**config.mk**
```make
export PLATFORM = sky130hd
export DESIGN_NAME = load_store_unit
export DESIGN_NICKNAME = d
export VERILOG_FILES = /design/src/rtl/load_store_unit.sv
export SDC_FILE = /design/constraint.sdc
export NUM_CORES = 1
export LEC_CHECK = 0
export CAP_MARGIN = 20
export CORE_AREA = 5 5 117 119
export DETAILED_ROUTE_END_ITERATION = 8
export DIE_AREA = 0 0 122 124
export GPL_TIMING_DRIVEN = 0
export MAX_ROUTING_LAYER = met4
export PLACE_DENSITY = 0.85
export SKIP_CTS_REPAIR_TIMING = 1
export SYNTH_ARGS = -nofsm -noshare
export SYNTH_HDL_FRONTEND = slang
export SYNTH_SLANG_ARGS = --single-unit
```
**constraint.sdc**
```tcl
create_clock -name clk_i -period 5.8 [get_ports clk_i]
set_clock_uncertainty 0.2 [all_clocks]
set_input_delay 1.16 -clock clk_i [delete_from_list [all_inputs] [get_ports clk_i]]
set_output_delay 1.16 -clock clk_i [all_outputs]
set_load 0.02 [all_outputs]
```
**src/rtl/load_store_unit.sv**
```systemverilog
// Memory stage: issues one byte/half/word access over a req/gnt/rvalid port and returns
// aligned, extended load data. Optional misaligned-access trap via `MISALIGN_TRAP_EN.
module load_store_unit #(
  parameter int WORD       = 32,
  parameter int REG_ADDR_W = 4
) (
  input  logic                  clk_i,
  input  logic                  reset_n_i,
  input  logic                  is_valid_i,
  input  logic                  flush_i,
  input  logic [1:0]            mem_op_i,
  input  logic [1:0]            size_i,
  input  logic                  sign_ext_i,
  input  logic [WORD-1:0]       addr_i,
  input  logic [WORD-1:0]       store_data_i,
  input  logic [REG_ADDR_W-1:0] dest_reg_i,
  output logic                  stall_o,
  output logic                  load_valid_o,
  output logic [WORD-1:0]       load_data_o,
  output logic [REG_ADDR_W-1:0] load_dest_o,
  output logic                  align_fault_o,
  output logic                  mem_req_o,
  output logic                  mem_we_o,
  output logic [WORD-1:0]       mem_addr_o,
  output logic [WORD-1:0]       mem_wdata_o,
  output logic [WORD/8-1:0]     mem_be_o,
  input  logic                  mem_gnt_i,
  input  logic                  mem_rvalid_i,
  input  logic [WORD-1:0]       mem_rdata_i
);

  // state     | meaning
  // S_IDLE    | no access outstanding, ready to accept
  // S_REQ     | mem_req_o asserted, waiting for gnt
  // S_WAIT    | load granted, waiting for rvalid
  localparam logic [1:0] S_IDLE = 2'd0;
  localparam logic [1:0] S_REQ  = 2'd1;
  localparam logic [1:0] S_WAIT = 2'd2;

  localparam int LANES = WORD / 8;

  localparam logic [1:0] OP_LOAD  = 2'd1;
  localparam logic [1:0] OP_STORE = 2'd2;
  localparam logic [1:0] SZ_BYTE  = 2'd0;
  localparam logic [1:0] SZ_HALF  = 2'd1;

  logic [1:0]            r_state;
  logic [WORD-1:0]       r_addr;
  logic [WORD-1:0]       r_wdata;
  logic [LANES-1:0]      r_be;
  logic                  r_we;
  logic [1:0]            r_size;
  logic                  r_sign;
  logic [REG_ADDR_W-1:0] r_dest;
  logic                  r_killed;
  logic                  r_load_valid;
  logic [WORD-1:0]       r_load_data;
  logic [REG_ADDR_W-1:0] r_load_dest;

  logic                  w_op_valid;
  logic                  w_accept;
  logic                  w_issue;
  logic                  w_complete;
  logic                  w_in_req;
  logic [WORD-1:0]       w_addr_adj;
  logic [LANES-1:0]      w_be;
  logic [WORD-1:0]       w_wdata;
  logic [WORD-1:0]       w_shifted;
  logic [WORD-1:0]       w_ext;

  assign w_op_valid = (mem_op_i == OP_LOAD) || (mem_op_i == OP_STORE);
  assign w_accept   = (r_state == S_IDLE) && is_valid_i && w_op_valid && !flush_i;

`ifdef MISALIGN_TRAP_EN
  logic w_misaligned;
  logic r_align_fault;

  assign w_misaligned = (size_i == SZ_HALF) ? addr_i[0]
                      : (size_i[1] && (addr_i[1:0] != 2'b00));
  assign w_issue       = w_accept && !w_misaligned;
  assign w_addr_adj    = addr_i;
  assign align_fault_o = r_align_fault;

  always_ff @(posedge clk_i or negedge reset_n_i) begin
    if (!reset_n_i) r_align_fault <= 1'b0;
    else            r_align_fault <= w_accept && w_misaligned;
  end
`else
  assign w_issue       = w_accept;
  assign align_fault_o = 1'b0;

  // Misaligned low address bits are silently dropped so the access stays in one word.
  always_comb begin
    w_addr_adj = addr_i;
    case (size_i)
      SZ_BYTE: w_addr_adj = addr_i;
      SZ_HALF: w_addr_adj = {addr_i[WORD-1:1], 1'b0};
      default: w_addr_adj = {addr_i[WORD-1:2], 2'b00};
    endcase
  end
`endif

  always_comb begin
    w_be    = 4'b1111;
    w_wdata = store_data_i;
    case (size_i)
      SZ_BYTE: begin
        w_be    = 4'b0001 << w_addr_adj[1:0];
        w_wdata = {(WORD/8){store_data_i[7:0]}};
      end
      SZ_HALF: begin
        w_be    = w_addr_adj[1] ? 4'b1100 : 4'b0011;
        w_wdata = {(WORD/16){store_data_i[15:0]}};
      end
      default: begin
        w_be    = 4'b1111;
        w_wdata = store_data_i;
      end
    endcase
  end

  assign w_shifted = mem_rdata_i >> {r_addr[1:0], 3'b000};

  always_comb begin
    w_ext = w_shifted;
    case (r_size)
      SZ_BYTE: w_ext = {{(WORD-8){r_sign & w_shifted[7]}}, w_shifted[7:0]};
      SZ_HALF: w_ext = {{(WORD-16){r_sign & w_shifted[15]}}, w_shifted[15:0]};
      default: w_ext = w_shifted;
    endcase
  end

  assign w_complete = ((r_state == S_REQ) && mem_gnt_i && r_we) ||
                      ((r_state == S_WAIT) && mem_rvalid_i);
  assign stall_o    = w_accept || ((r_state != S_IDLE) && !w_complete);

  assign w_in_req    = (r_state == S_REQ);
  assign mem_req_o   = w_in_req;
  assign mem_we_o    = w_in_req && r_we;
  assign mem_addr_o  = w_in_req ? {r_addr[WORD-1:2], 2'b00} : '0;
  assign mem_wdata_o = w_in_req ? r_wdata : '0;
  assign mem_be_o    = w_in_req ? r_be : '0;

  assign load_valid_o = r_load_valid;
  assign load_data_o  = r_load_data;
  assign load_dest_o  = r_load_dest;

  always_ff @(posedge clk_i or negedge reset_n_i) begin
    if (!reset_n_i) begin
      r_state      <= S_IDLE;
      r_addr       <= '0;
      r_wdata      <= '0;
      r_be         <= '0;
      r_we         <= 1'b0;
      r_size       <= '0;
      r_sign       <= 1'b0;
      r_dest       <= '0;
      r_killed     <= 1'b0;
      r_load_valid <= 1'b0;
      r_load_data  <= '0;
      r_load_dest  <= '0;
    end else begin
      r_load_valid <= 1'b0;
      case (r_state)
        S_IDLE: begin
          if (w_issue) begin
            r_state  <= S_REQ;
            r_addr   <= w_addr_adj;
            r_wdata  <= w_wdata;
            r_be     <= w_be;
            r_we     <= (mem_op_i == OP_STORE);
            r_size   <= size_i;
            r_sign   <= sign_ext_i;
            r_dest   <= dest_reg_i;
            r_killed <= 1'b0;
          end
        end
        S_REQ: begin
          if (mem_gnt_i) begin
            // A flush in the grant cycle cannot recall the request; a load must still drain.
            if (r_we) begin
              r_state <= S_IDLE;
            end else begin
              r_state  <= S_WAIT;
              r_killed <= flush_i;
            end
          end else if (flush_i) begin
            r_state <= S_IDLE;
          end
        end
        S_WAIT: begin
          if (mem_rvalid_i) begin
            r_state <= S_IDLE;
            if (!(r_killed || flush_i)) begin
              r_load_valid <= 1'b1;
              r_load_data  <= w_ext;
              r_load_dest  <= r_dest;
            end
          end else if (flush_i) begin
            r_killed <= 1'b1;
          end
        end
        default: r_state <= S_IDLE;
      endcase
    end
  end

endmodule

```
==> flow_summary.toml <==
[critical_path]
rr_endpoint = "r_addr[29]"
critical_path.endpoint_type = "output pin"
cell_count_of_the_worst_reg_to_reg_path = 7
crit_path_max_fanout = 10
critical_path_required_ps = 4440
timing.critical_path.from = "mem_op_i[0]"
crit_path_max_incr_delay_ps = 580
critical_path.cell_chain = "clkdlybuf4s50_1 > inv_1 > ha_1 > nand4bb_1 > clkbuf_1 > clkbuf_1 > nand2_1 > clkdlybuf4s50_1"
slowest_stage = "clkdlybuf4s50_1"
crit-reg2reg-launch = "r_state[0]"
ff2ff_setup_slack_ps = 3390
crit_type = "in -> out"
crit_path_end = "stall_o"
crit_arrival_ps = 3800
crit_path_start_kind = "primary input"

[route]
total_vias_in_the_final_route = 5527
vias_per_cell = 5.219
drt_iter0_markers = 408
drc_errors = 0
drt.antenna.violating_nets = 0
detail_route.wl_per_cell_um = 17.51
drt_pass1_iterations = 5
routed_wl_um = 18540

[timing]
timing_max_transition_violations_final = 0
setup_repair_after_global_routing_missed_its_margin = "false"
max-slew-margin-rel = 0.5243
timing.final.crit_period_ps = 5161
final_setup_violations = 0
post-route-period-util = 0.8899
fin_ws_ps = 638.7
timing.fmax_mhz = 193.7
hold_violations = 0
transition_time_at_the_pin_with_the_least_slew_margin_ps = 711.0

[run_status]
run_status = "finished clean"

[global_route]
grtUsageTotal = 0.2579
first_global_vias = 5673
antenna_found_initial = 0
wire_length_of_the_first_global_routing_pass_um = 28990
grt_remaining_overflow = 0
grt_start_max_net_pins = 89

[cts]
clock_latency_on_the_worst_skew_pair_ps = 410
cts_inserted_buffers = 17
clock_tree.root_cell = "clkbuf_16"
numClockSinks = 116
cts_tree = "done"
clk_pin_slew_ps = 50
cts_max_level = 4
cts-root-to-sink-buffers = 2

[floorplanning]
floorplan.initialDensity = 0.4698
placement_rows = 41
floorplan.die.height_um = 124
core_area_sq_um = 12470
fp.dieW_um = 122
fp.dieArea_sq_um = 15130
boundaryPins = 220

[finish]
antenna-diode-count = 0
mostFrequentLayoutCell = "clkdlybuf4s50_1"
fillCellCount = 969
most-common-layout-cells = "214 x clkdlybuf4s50_1, 186 x nand2_1, 116 x dfrtp_1"
layout-area-overhead-vs-synth_pct = 51.12
layout-drive-gt1-share = 0.07441
finalNetCount = 990
post_layout_nonfiller_instances = 1059

[synthesis]
synth_sequential_area_ratio = 0.4956
synthFlopType = "dfrtp_1"
yosys_warnings = 0
synth_top_family_by_area = "simple AND/OR/NAND/NOR gates"
synth_mux_area_frac = 0.09378
synth.ff_latch_count = 116
synth_simple_gate_area_share = 0.2373
synth_cell_type_count = 39
syn-instance-count = 637
ys_async_sr_fraction = 1.000
synth-xor-area-share = 0
number_of_enable_flip_flop_cells_after_synthesis = 0
average_footprint_of_a_synthesized_cell_sq_um = 9.194
synth.cell_area_sq_um = 5857
synth_compound_gate_area_share = 0.1196
yosys.area_share.adder = 0.01068

[power_and_ir_drop]
cellLeakagePower_nw = 3.973
power_per_cell_area_nw_per_um2 = 497.6
max-vdd-ir-drop_mv = 0.2613

[place]
dpl_worst_slack_ps = 609.0
io_buffer_count = 215
place.detailed.instances = 1027
gpl.final_weighted_congestion = 0.8707
hpwl_um = 13620

[run]
cap_viol_max_count = 0

[hold_path]
hold_class = "reg -> reg"
min_delay_path_depth = 2
-- how the worst min path moves through the flow --
stage | startpoint | endpoint | slack (ps)
2_1_floorplan | r_addr[10] | r_addr[10] | 240
3_3_place_gp | r_wdata[2] | r_wdata[2] | 250
3_5_place_dp | r_addr[19] | r_addr[19] | 250
4_1_cts | r_addr[31] | r_addr[31] | 270
5_1_grt | r_addr[2] | r_addr[2] | 290
6_report | r_addr[27] | r_addr[27] | 270
-- metal layers --
layer  vias up  global-route usage  wire [um]
met5         -                   -          0
met4         0             0.09874        452
met2       240              0.4057       8830
met3        36             0.07993       1767
met1      2667              0.3138       7494
li1       2584                   -          -
-- kinds of logic after synthesis --
logic type / after synthesis
buffers and inverters: 54
multiplexers: 52
flip-flops: 116
other: 1
adder cells (fa/ha/maj): 5
AND/OR/NAND/NOR: 303
AO/OA/AOI/OAI: 106
-- through the flow --
step / instance area, sq um / total power, mW / TNS (ps) / util / hold slack (ps)
after CTS: 8851 / 4.426 / 0 / 0.7100 / 267.9
after global routing: 8851 / 4.672 / 0 / 0.7100 / 287.8
final: 8851 / 4.404 / 0 / 0.7100 / 265.6
after floorplan: 5864 / 2.478 / 0 / - / 238.0
after global placement: 8232 / 3.320 / -140630 / 0.6603 / 250.0
after detailed placement: 8260 / 3.370 / 0 / 0.6627 / 254.7
-- layout make-up --
| type | instances | area, sq um | share of cell area |
|---|---|---|---|
| sequential | 116 | 2903 | 0.3280 |
| multi-input combinational | 469 | 2714 | 0.3066 |
| timing repair buffer | 216 | 2181 | 0.2464 |
| clock buffer | 24 | 491.7 | 0.05556 |
| buffer | 46 | 217.7 | 0.02460 |
| tap | 172 | 215.2 | 0.02431 |
| clock inverter | 8 | 98.84 | 0.01117 |
| inverter | 8 | 30.03 | 0.003393 |
-- synth_stat cells (all sizes together) (2+ instances only) --
cell	n	share of area
a211oi	9	0.012
a21oi	25	0.022
a22o	7	0.010
and2	75	0.080
buf	18	0.019
clkbuf	28	0.018
dfrtp	116	0.50
ha	5	0.011
inv	8	0.0051
mux2	10	0.020
mux2i	41	0.070
nand2	186	0.12
nor2	22	0.015
nor2b	13	0.014
o21ai	39	0.034
o22a	19	0.028
o22ai	2	0.0021
-- worst max-delay path, delay by kind of cell --
| family | cells | cell delay, ps |
|---|---|---|
| buf+inv | 5 | 1990 |
| simple gates | 2 | 360 |
| fa+ha+maj | 1 | 280 |
-- power by group --
| part | internal [mW] | total, mW | switching [mW] | leakage [nW] |
|---|---|---|---|---|
| Sequential | 1.18 | 1.39 | 0.209 | 1.45 |
| Combinational | 0.930 | 1.98 | 1.05 | 2.24 |
| Clock | 0.675 | 1.04 | 0.360 | 0.286 |
| Total | 2.79 | 4.40 | 1.62 | 3.97 |
-- flip-flops by register name, summed over array words and instances, names as in the netlist, 2 cells and up --
| name | cells |
|---|---|
| r_wdata | 32 |
| r_be | 4 |
| r_addr | 32 |
| load_dest_o | 4 |
| r_dest | 4 |
| r_size | 2 |
| r_state | 2 |
| load_data_o | 32 |
Power figures use the tool's default switching activity.
